[config.mk]
export PLATFORM = sky130hd
export DESIGN_NAME = mem_seq_ctrl
export DESIGN_NICKNAME = d
export VERILOG_FILES = /design/src/rtl/mem_seq_ctrl.sv
export SDC_FILE = /design/constraint.sdc
export NUM_CORES = 1
export LEC_CHECK = 0
export BUFFER_PORTS_ARGS = -buffer_cell sky130_fd_sc_hd__buf_4
export CORE_MARGIN = 10
export CORE_UTILIZATION = 45
export DETAILED_ROUTE_END_ITERATION = 6
export PLACE_DENSITY_LB_ADDON = 0.12
export SLEW_MARGIN = 30
export SYNTH_ARGS = -nofsm -noshare
export SYNTH_HDL_FRONTEND = slang
export SYNTH_SLANG_ARGS = --single-unit
[constraint.sdc]
create_clock -name clk_i -period 1.9 [get_ports clk_i]
set_input_delay 0.285 -clock clk_i [delete_from_list [all_inputs] [get_ports clk_i]]
set_output_delay 0.285 -clock clk_i [all_outputs]
set_load 0.03 [all_outputs]
[src/rtl/mem_seq_ctrl.sv]
// Memory-port sequencer: runs fetch / load / store sequences with configurable read wait states.
// Optional completed-access counter is built when MEM_SEQ_ACCESS_CNT_EN is defined.
module mem_seq_ctrl #(
    parameter int unsigned WAIT_CYCLES = 1
) (
    input  logic        clk_i,
    input  logic        reset_i,
    input  logic        fetch_req_i,
    input  logic        ldst_req_i,
    input  logic        is_store_i,
    output logic        load_addr_o,
    output logic        addr_sel_o,
    output logic [1:0]  mem_cmd_o,
    output logic        load_ir_o,
    output logic        load_pc_o,
    output logic        wb_load_o,
    output logic        busy_o,
    output logic        done_o,
    output logic [15:0] access_cnt_o
);

    typedef enum logic [2:0] {
        StIdle  = 3'd0,
        StFRd   = 3'd1,
        StFLd   = 3'd2,
        StDAddr = 3'd3,
        StDRd   = 3'd4,
        StDWb   = 3'd5,
        StDWr   = 3'd6
    } state_e;

    localparam logic [1:0] CmdNone  = 2'b00;
    localparam logic [1:0] CmdRead  = 2'b01;
    localparam logic [1:0] CmdWrite = 2'b10;

    // Last value of the in-state wait counter before a read state exits.
    localparam logic [3:0] WaitLast = 4'(WAIT_CYCLES);

    state_e     state_q, state_d;
    logic [3:0] wait_q, wait_d;
    logic       store_q, store_d;

    always_ff @(posedge clk_i or posedge reset_i) begin
        if (reset_i) begin
            state_q <= StIdle;
            wait_q  <= 4'd0;
            store_q <= 1'b0;
        end else begin
            state_q <= state_d;
            wait_q  <= wait_d;
            store_q <= store_d;
        end
    end

    always_comb begin
        state_d = state_q;
        wait_d  = wait_q;
        store_d = store_q;
        unique case (state_q)
            StIdle: begin
                wait_d = 4'd0;
                if (ldst_req_i) begin
                    state_d = StDAddr;
                    store_d = is_store_i;
                end else if (fetch_req_i) begin
                    state_d = StFRd;
                end
            end
            StFRd: begin
                if (wait_q == WaitLast) begin
                    state_d = StFLd;
                    wait_d  = 4'd0;
                end else begin
                    wait_d = wait_q + 4'd1;
                end
            end
            StFLd: begin
                state_d = StIdle;
            end
            StDAddr: begin
                wait_d  = 4'd0;
                state_d = store_q ? StDWr : StDRd;
            end
            StDRd: begin
                if (wait_q == WaitLast) begin
                    state_d = StDWb;
                    wait_d  = 4'd0;
                end else begin
                    wait_d = wait_q + 4'd1;
                end
            end
            StDWb: begin
                state_d = StIdle;
            end
            StDWr: begin
                state_d = StIdle;
            end
            default: begin
                // Unused encoding: recover to idle.
                state_d = StIdle;
                wait_d  = 4'd0;
            end
        endcase
    end

    // Moore output decode: outputs depend on state_q only.
    always_comb begin
        load_addr_o = 1'b0;
        addr_sel_o  = 1'b0;
        mem_cmd_o   = CmdNone;
        load_ir_o   = 1'b0;
        load_pc_o   = 1'b0;
        wb_load_o   = 1'b0;
        busy_o      = 1'b1;
        done_o      = 1'b0;
        unique case (state_q)
            StIdle: begin
                busy_o = 1'b0;
            end
            StFRd: begin
                mem_cmd_o = CmdRead;
            end
            StFLd: begin
                mem_cmd_o = CmdRead;
                load_ir_o = 1'b1;
                load_pc_o = 1'b1;
                done_o    = 1'b1;
            end
            StDAddr: begin
                load_addr_o = 1'b1;
            end
            StDRd: begin
                mem_cmd_o  = CmdRead;
                addr_sel_o = 1'b1;
            end
            StDWb: begin
                mem_cmd_o  = CmdRead;
                addr_sel_o = 1'b1;
                wb_load_o  = 1'b1;
                done_o     = 1'b1;
            end
            StDWr: begin
                mem_cmd_o  = CmdWrite;
                addr_sel_o = 1'b1;
                done_o     = 1'b1;
            end
            default: begin
                busy_o = 1'b0;
            end
        endcase
    end

`ifdef MEM_SEQ_ACCESS_CNT_EN
    logic [15:0] access_cnt_q, access_cnt_d;

    always_comb begin
        access_cnt_d = access_cnt_q;
        if (done_o) begin
            access_cnt_d = access_cnt_q + 16'd1;
        end
    end

    always_ff @(posedge clk_i or posedge reset_i) begin
        if (reset_i) begin
            access_cnt_q <= 16'h0000;
        end else begin
            access_cnt_q <= access_cnt_d;
        end
    end

    assign access_cnt_o = access_cnt_q;
`else
    assign access_cnt_o = 16'h0000;
`endif

endmodule

Word-level counts from Yosys, hierarchy flattened

Index checks and enable logic that the tools add are counted.

Register bits after elaboration: 8
Bits in latches: 0
Memory bits (writable): 0
ROM bits: 0
Input bits: 5
Word-level logic and storage cells: 37
Memories kept: 0

Add/sub/neg operators: 1
$mul: 0
Divide/modulo/power cells: 0
Magnitude comparators: 0
Equal/unequal tests: 10
Shift operators: 0
Muxes and demuxes: 15
Bitwise logic cells: 0
Reduce and logical (&&, ||, !) cells: 8

Operators with widths:

| cell                                                                  | count |
|---|---|
| 3-bit 2-to-1 mux                                                      | 4 |
| 3-bit case mux with 4 select lines                                    | 1 |
| 3-bit equality test, second input constant                            | 3 |
| 4-bit case mux with 2 select lines                                    | 1 |
| 3-bit by 2-bit equality test with 1-bit output, second input constant | 2 |
| 1-bit 2-to-1 mux                                                      | 6 |
| 3-bit OR reduction                                                    | 2 |
| 6-bit OR reduction                                                    | 1 |
| 4-bit by 1-bit adder with 4-bit output, second input constant         | 1 |
| 4-bit by 1-bit equality test with 1-bit output, second input constant | 1 |
| 4-bit 2-to-1 mux                                                      | 1 |
| 2-bit != test, second input constant                                  | 2 |
| 2-bit case mux with 2 select lines                                    | 1 |
| 4-bit OR reduction                                                    | 1 |
| 3-bit by 1-bit equality test with 1-bit output, second input constant | 1 |
| 3-bit zero test                                                       | 1 |
| 3-bit != test, second input constant                                  | 1 |
| 3-bit AND reduction                                                   | 1 |
| 2-bit 2-to-1 mux                                                      | 1 |
| 2-bit AND reduction                                                   | 1 |
| 2-bit OR reduction                                                    | 1 |

Longest topological paths before layout

Gate-level depths: netlist of the first run.

Depth after elaboration: 3
Mapped depth: 5

Worst setup path after synthesis of the first run

No wires, ideal clock.

Path type: reg-to-output
Start point: reg state_q[2]
End point: out load_pc_o
Arrival time: 1.252 ns
Required time: 1.615 ns
Setup slack: 0.363 ns
Stages on the path, launching flop included: 4
Cell sequence: dfrtp_1 -> buf_2 -> nor2_1 -> buf_4

Cells in the longest elaborated chain, start to end: 2

Ends and longest elaborated chain:

| item                                           | line | text |
|---|---|---|
| from (decl)                                    | 39   | `state_e state_q, state_d;` |
| from (signal assigned)                         | 45   | `state_q <= StIdle;` |
| from (signal assigned)                         | 49   | `state_q <= state_d;` |
| 3-bit by 2-bit equality test with 1-bit output | n/a  |  |
| 1-bit 2-to-1 mux                               | n/a  |  |
| to (decl)                                      | 15   | `output logic load_pc_o,` |

Every way passes these cells.

Final worst setup path of the first run

Start point: reg state_q[1]
End point: out done_o

Cells in the longest elaborated chain, start to end: 3

Ends and longest elaborated chain:

| item                                                                                         | line | text |
|---|---|---|
| 3-bit equality test / 3-bit by 2-bit equality test with 1-bit output (equally long branches) | 116  | `unique case (state_q)` |
| 3-bit OR reduction (no source line) (*)                                                      | n/a  |  |
| 1-bit 2-to-1 mux (*)                                                                         | 116  |  |
| to (decl)                                                                                    | 18   | `output logic done_o,` |

Mark *: on every way between the ends. The rest lies on a longest branch, timed or not.

==> summary.txt, run 1 <==
CTS sink count = 8
IO buf count = 13
Initial antenna violation count = 0
Synth-to-layout area growth = 10.4%
Die height = 58.3 µm
Max VDD drop = 0.000754 V
Reg clk slew, reported paths = 0.05 ns
Via density = 4.62
WP data arrival = 1.49 ns
Total I/O pin count = 30
Final non-filler cell total = 101
Share of cells above drive strength 1 = 0.291
DIE WIDTH = 58.3 µm
CORE AREA = 1330 µm²
Most common cell after layout, fill and taps aside = conb_1
TritonCTS Buffers = 3
Routed length per instance = 12.5 µm
Largest stage delay on the critical path = 0.60 ns
Setup TNS = 0 ns
Largest net degree at the start of global routing = 15
Final Critical Period = 1.77 ns
# DRC = 0
Final setup fails = 0
Crit-path cells = nand2b_1, o21ai_1, buf_4
First-pass GRT wire length = 2.30 mm
WP data required = 1.62 ns
Root buf cell = clkbuf_4
CP Class = reg2out
Routing usage on met3 = 0.0414
Crit-path slowest cell = dfrtp_1
CTS HTree Levels = 1
Seq/Total Area, Yosys = 0.304
Starting Density = 0.494
Mapped Area = 659 µm²
Pleak = 0.378 nW
Startpoint Class = flip-flop
Post-Synthesis Cells = 73
Post-Route WL = 1.26 mm
Met1 Track Usage GR = 0.0824
Dominant cells by area after synthesis = dfrtp_1, buf_4, nor2_1
Clock Skew = 0.00676 ns
Via Count = 467
Status = finished, final reports clean
DP Cell Count = 97
Insertion delay of the later-clocked pin in the worst-skew pair = 0.25 ns
Final hold vios = 0
DR iter-0 viols = 5
Seq cells post-synth = 8
Grt met2 use = 0.132
Max-cap violation count = 0
Vias in the first global route = 529
Total grt overflow = 0
Commonest cells after routing, fill and taps aside = conb_1, buf_4, nor2_1, dfrtp_1, inv_1
GRT busiest layer = met2
Critical Path Fanout Max = 14
Dominant cell type by area after synthesis = dfrtp_1
Yosys top cell area share = 0.304
# Post-CTS Setup Buffers = 0
Setup crit end kind = output pin
FP Rows = 13
Global-route usage over all layers = 0.0794
CTS max path bufs = 2
Max Slew Vio Count = 0
Nets = 95
PD cells = 1750 nW/µm²
Ant. Diodes = 0
Post-DP HPWL = 1.06 mm
CTS tree = done
Post-route ant nets = 0
Placer Congestion = 0.797
Fmax = 0.564 GHz
Hold crit path type = in2reg
TritonRoute pass-1 iters = 4
Syn_area_per_cell = 9.03 µm²
Die area = 3400 µm²
CP top delay family = flip-flops
Unique masters post-synth = 28
Yosys warnings = 0
WP buf/inv = 1
RSZ-0062 raised after global routing = no
Final period util = 0.934
==> worst paths after layout <==
path / from / end / slack (ns) / depth (start not counted)
setup / recovery: state_q[1] / done_o / 0.13 / 3
setup reg to reg: wait_q[1] / wait_q[2] / 0.42 / 5
hold reg to reg: store_q / store_q / 0.50 / 1
hold / removal: is_store_i / store_q / 0.27 / 2
min in group asynchronous: reset_i / store_q / 0.54 / 3
max in group asynchronous: reset_i / state_q[2] / 1.12 / 3
==> cell type report <==
cell class | count | area [µm²]
Fill cell | 134 | 606
Multi-Input combinational cell | 55 | 352
Sequential cell | 8 | 201
Timing Repair Buffer | 15 | 115
Clock buffer | 3 | 22.5
Inverter | 5 | 18.8
Tap cell | 15 | 18.8
==> power by group <==
group	switching [W]	internal, W	total, W
combinational	0.000469	0.000320	0.000789
clock	0.0000532	0.0000720	0.000125
sequential	0.000124	0.000239	0.000362
==> cells in the mapped netlist <==
cell type / instances
nand2b_1: 2
a31oi_1: 1
ha_1: 2
mux2i_1: 1
mux2_2: 2
a21o_1: 1
o21ai_1: 1
a21oi_1: 1
nand2_1: 4
nor3b_4: 1
o32ai_1: 1
nor3_2: 2
buf_4: 18
nor2_1: 7
dfrtp_1: 8
xnor2_2: 1
nor2_2: 1
a22o_1: 1
inv_1: 5
a221o_1: 2
o21a_1: 1
nor4_1: 3
nor2b_1: 1
conb_1: 1
a2111oi_1: 1
buf_2: 2
and3_1: 1
nand4b_1: 1
==> cells by family after synthesis <==
logic type	Yosys count	share of synthesized area
flip-flops	8	0.304
XOR/XNOR	1	0.0247
adder cells (fa/ha/maj)	2	0.0379
other	1	0.00569
AND/OR/NAND/NOR	23	0.211
AO/OA/AOI/OAI	10	0.120
multiplexers	3	0.0493
buffers and inverters	25	0.249
==> metrics by stage <==
stage	utilization	power [W]	area, µm²	setup WS (ns)	hold slack [ns]
3_5_place_dp	0.521	0.00116	694	0.352	0.248
4_1_cts	0.545	0.00129	727	0.0596	0.265
5_1_grt	0.546	0.00139	728	0.0270	0.276
2_1_floorplan	-	0.000982	716	0.363	0.101
3_3_place_gp	0.521	0.00115	694	0.364	0.249
6_report	0.546	0.00128	728	0.126	0.272
==> per-layer routing <==
| layer | wire, µm | vias up |
|---|---|---|
| met2 | 588 | 16 |
| met4 | 0 | 0 |
| met1 | 542 | 208 |
| met5 | 0 | - |
| met3 | 133 | 0 |
| li1 | - | 243 |
==> sequential cells by signal, summed over array words and instances, names as in the netlist <==
signal	count
store_q	1
wait_q	4
state_q	3
==> timing repair <==
item,in CTS,in global routing
hold buffers,1,0
setup endpoints to repair,0,1
hold endpoints to repair,8,0
resized for setup,0,1
(Power assumes the default switching activity.)
==> inputs of run 2 (changes only) <==
--- a/config.mk
+++ b/config.mk
@@ -5,9 +5,10 @@
 export SDC_FILE = /design/constraint.sdc
 export NUM_CORES = 1
 export LEC_CHECK = 0
+export ABC_AREA = 1
 export BUFFER_PORTS_ARGS = -buffer_cell sky130_fd_sc_hd__buf_4
 export CORE_MARGIN = 10
-export CORE_UTILIZATION = 45
+export CORE_UTILIZATION = 44
 export DETAILED_ROUTE_END_ITERATION = 6
 export PLACE_DENSITY_LB_ADDON = 0.12
 export SLEW_MARGIN = 30
==> run 2 against run 1 <==
Synthesized cell count grew 15%. Clock power is 12% higher. Largest cell class unchanged. Critical endpoint is now mem_cmd_o[0]. First-iteration DRC count is 120% higher. Global-route usage grew 0.57 points.
==> summary.txt, run 2 <==
Syn_area_per_cell = 7.51 µm²
Via density = 4.75
Largest registers = wait_q (4), state_q (3), store_q (1)
FP Rows = 13
RSZ-0062 raised after global routing = no
Comb power frac = 0.658
TritonCTS Buffers = 3
Max VDD drop = 0.000804 V
CTS HTree Levels = 1
Final period util = 0.874
Number of flops mapped to enable cells by yosys = 0
Clock Skew = 0.000953 ns
CTS sink count = 8
Flop pwr share = 0.235
Crit-path slowest cell = dfrtp_1
Unique masters post-synth = 18
Insertion delay of the later-clocked pin in the worst-skew pair = 0.26 ns
Largest stage delay on the critical path = 0.46 ns
Final Critical Period = 1.66 ns
CP Class = reg2out
Max Slew Vio Count = 0
DIE WIDTH = 57.9 µm
Yosys warnings = 0
Hold Crit Start = is_store_i
Total grt overflow = 0
Pleak = 0.427 nW
CTS resizes = 0
Dominant cells by area after synthesis = dfrtp_1, buf_4, nand3_1
WP data arrival = 1.38 ns
RR Startpoint = state_q[0]
Most frequent cell after synthesis = buf_4
Commonest cells after routing, fill and taps aside = conb_1, inv_1, buf_4, nand3_1, nand2_1
Reg2reg setup slack = 0.63 ns
Seq cells post-synth = 8
Global-route usage over all layers = 0.0851
DR iter-0 viols = 11
Starting Density = 0.473
Hold crit path type = in2reg
Mapped Area = 631 µm²
TritonRoute pass-1 iters = 4
Top cells by count, synth = buf_4, inv_1, nand3_1, nand2_1, dfrtp_1
CTS max path bufs = 2
Die height = 57.9 µm
Initial antenna violation count = 0
Startpoint Class = flip-flop
RR Endpoint = state_q[0]
Yosys top cell area share = 0.317
Worst hold stages = 3
Final hold vios = 0
Vias in the first global route = 501
Placer Congestion = 0.817
Reg clk slew, reported paths = 0.06 ns
DP Cell Count = 110
Dominant cell type by area after synthesis = dfrtp_1
WP buf/inv = 1
First-pass GRT wire length = 2.30 mm
Setup crit end kind = output pin
Cell count of the worst reg-to-reg path = 6
Switching Fraction = 0.557
Ant. Diodes = 0
CTS tree = done
Die area = 3350 µm²
Most common cell after layout, fill and taps aside = conb_1
WP data required = 1.62 ns
Post-Synthesis Cells = 84
Crit-path cells = nor2_2, nand2_1, nand4_1, buf_4
Share of cells above drive strength 1 = 0.242
Synth-to-layout area growth = 12.3%
Ys flop type = dfrtp_1
Total I/O pin count = 30
Critical Path Fanout Max = 7
Post-Route WL = 1.33 mm
Max-cap violation count = 0
CORE AREA = 1330 µm²
Via Count = 542
Sw Pwr = 0.000729 W
Fmax = 0.602 GHz
Setup TNS = 0 ns
Post-DP HPWL = 1.10 mm
Routed length per instance = 11.7 µm
Largest net degree at the start of global routing = 9
Clock share of power = 0.107
Final non-filler cell total = 114
Seq/Total Area, Yosys = 0.317
Post-synth ARST share = 1.00
IO buf count = 13
PD cells = 1850 nW/µm²
Max reg flops = 4
Root buf cell = clkbuf_4
Nets = 108
Internal = 0.000579 W
Final setup fails = 0
CP top delay family = simple AND/OR/NAND/NOR gates
Post-CTS Hold Fix Bufs = 1
Status = finished, final reports clean
Reg with most FFs = wait_q
# DRC = 0
Post-route ant nets = 0
Hold Crit Endpoint = store_q
Hold slack = 0.290 ns
# Post-CTS Setup Buffers = 0
run 2: how the worst max path moves through the flow:
stage,startpoint,to,slack (ns),cells past startpoint
final,state_q[0],mem_cmd_o[0],0.24,4
after global routing,state_q[0],mem_cmd_o[0],0.14,4
after CTS,state_q[0],mem_cmd_o[0],0.25,4
after detailed placement,state_q[0],mem_cmd_o[0],0.54,4
after global placement,state_q[0],mem_cmd_o[0],0.52,4
after floorplan,state_q[0],busy_o,0.43,2
run 2: cells by family after synthesis:
logic type / synth area share
xor+xnor: 0.0139
fa+ha+maj: 0.0397
simple gates: 0.256
buf+inv: 0.292
compound gates: 0.0754
other cells: 0.00595
flops: 0.317
run 2: power groups by stage:
stage / Combinational (W) / Clock, W / Sequential (W)
after floorplan: 0.000660 / 0 / 0.000292
after global placement: 0.000857 / 0 / 0.000306
after detailed placement: 0.000863 / 0 / 0.000308
after CTS: 0.000866 / 0.000142 / 0.000305
after global routing: 0.000947 / 0.000156 / 0.000318
final: 0.000861 / 0.000140 / 0.000308
run 2: final cells by class:
cell class                 instances  area [µm²]
inverter                          15        56.3
sequential                         8         200
clock buffer                       3        22.5
fill                             138         626
multi-input combinational         59         303
timing repair buffer              14         108
tap                               15        18.8
run 2: worst register-to-register path, stage by stage (launching register included):
cell and delay, ns:
dfrtp_1 0.46, nor2_2 0.23, nand2_1 0.14, nand2_2 0.14, nand2_4 0.08, nand3_1 0.07, nand2_1 0.06
run 2: metrics by stage:
step                       util  total power (W)  cell area (µm²)  setup WS, ns
after global routing      0.531          0.00142              708         0.143
after global placement    0.507          0.00116              676         0.524
final                     0.531          0.00131              708         0.240
after floorplan               -         0.000952              687         0.428
after detailed placement  0.507          0.00117              676         0.540
after CTS                 0.531          0.00131              708         0.252
run 2: routing by layer:
| metal | GRT usage | vias up | part of all wire |
|---|---|---|---|
| met1 | 0.0990 | 247 | 0.46 |
| li1 | - | 266 | - |
| met4 | 0.0604 | 0 | 0.029 |
| met3 | 0.0305 | 4 | 0.095 |
| met2 | 0.126 | 25 | 0.42 |
| met5 | 0 | - | 0 |
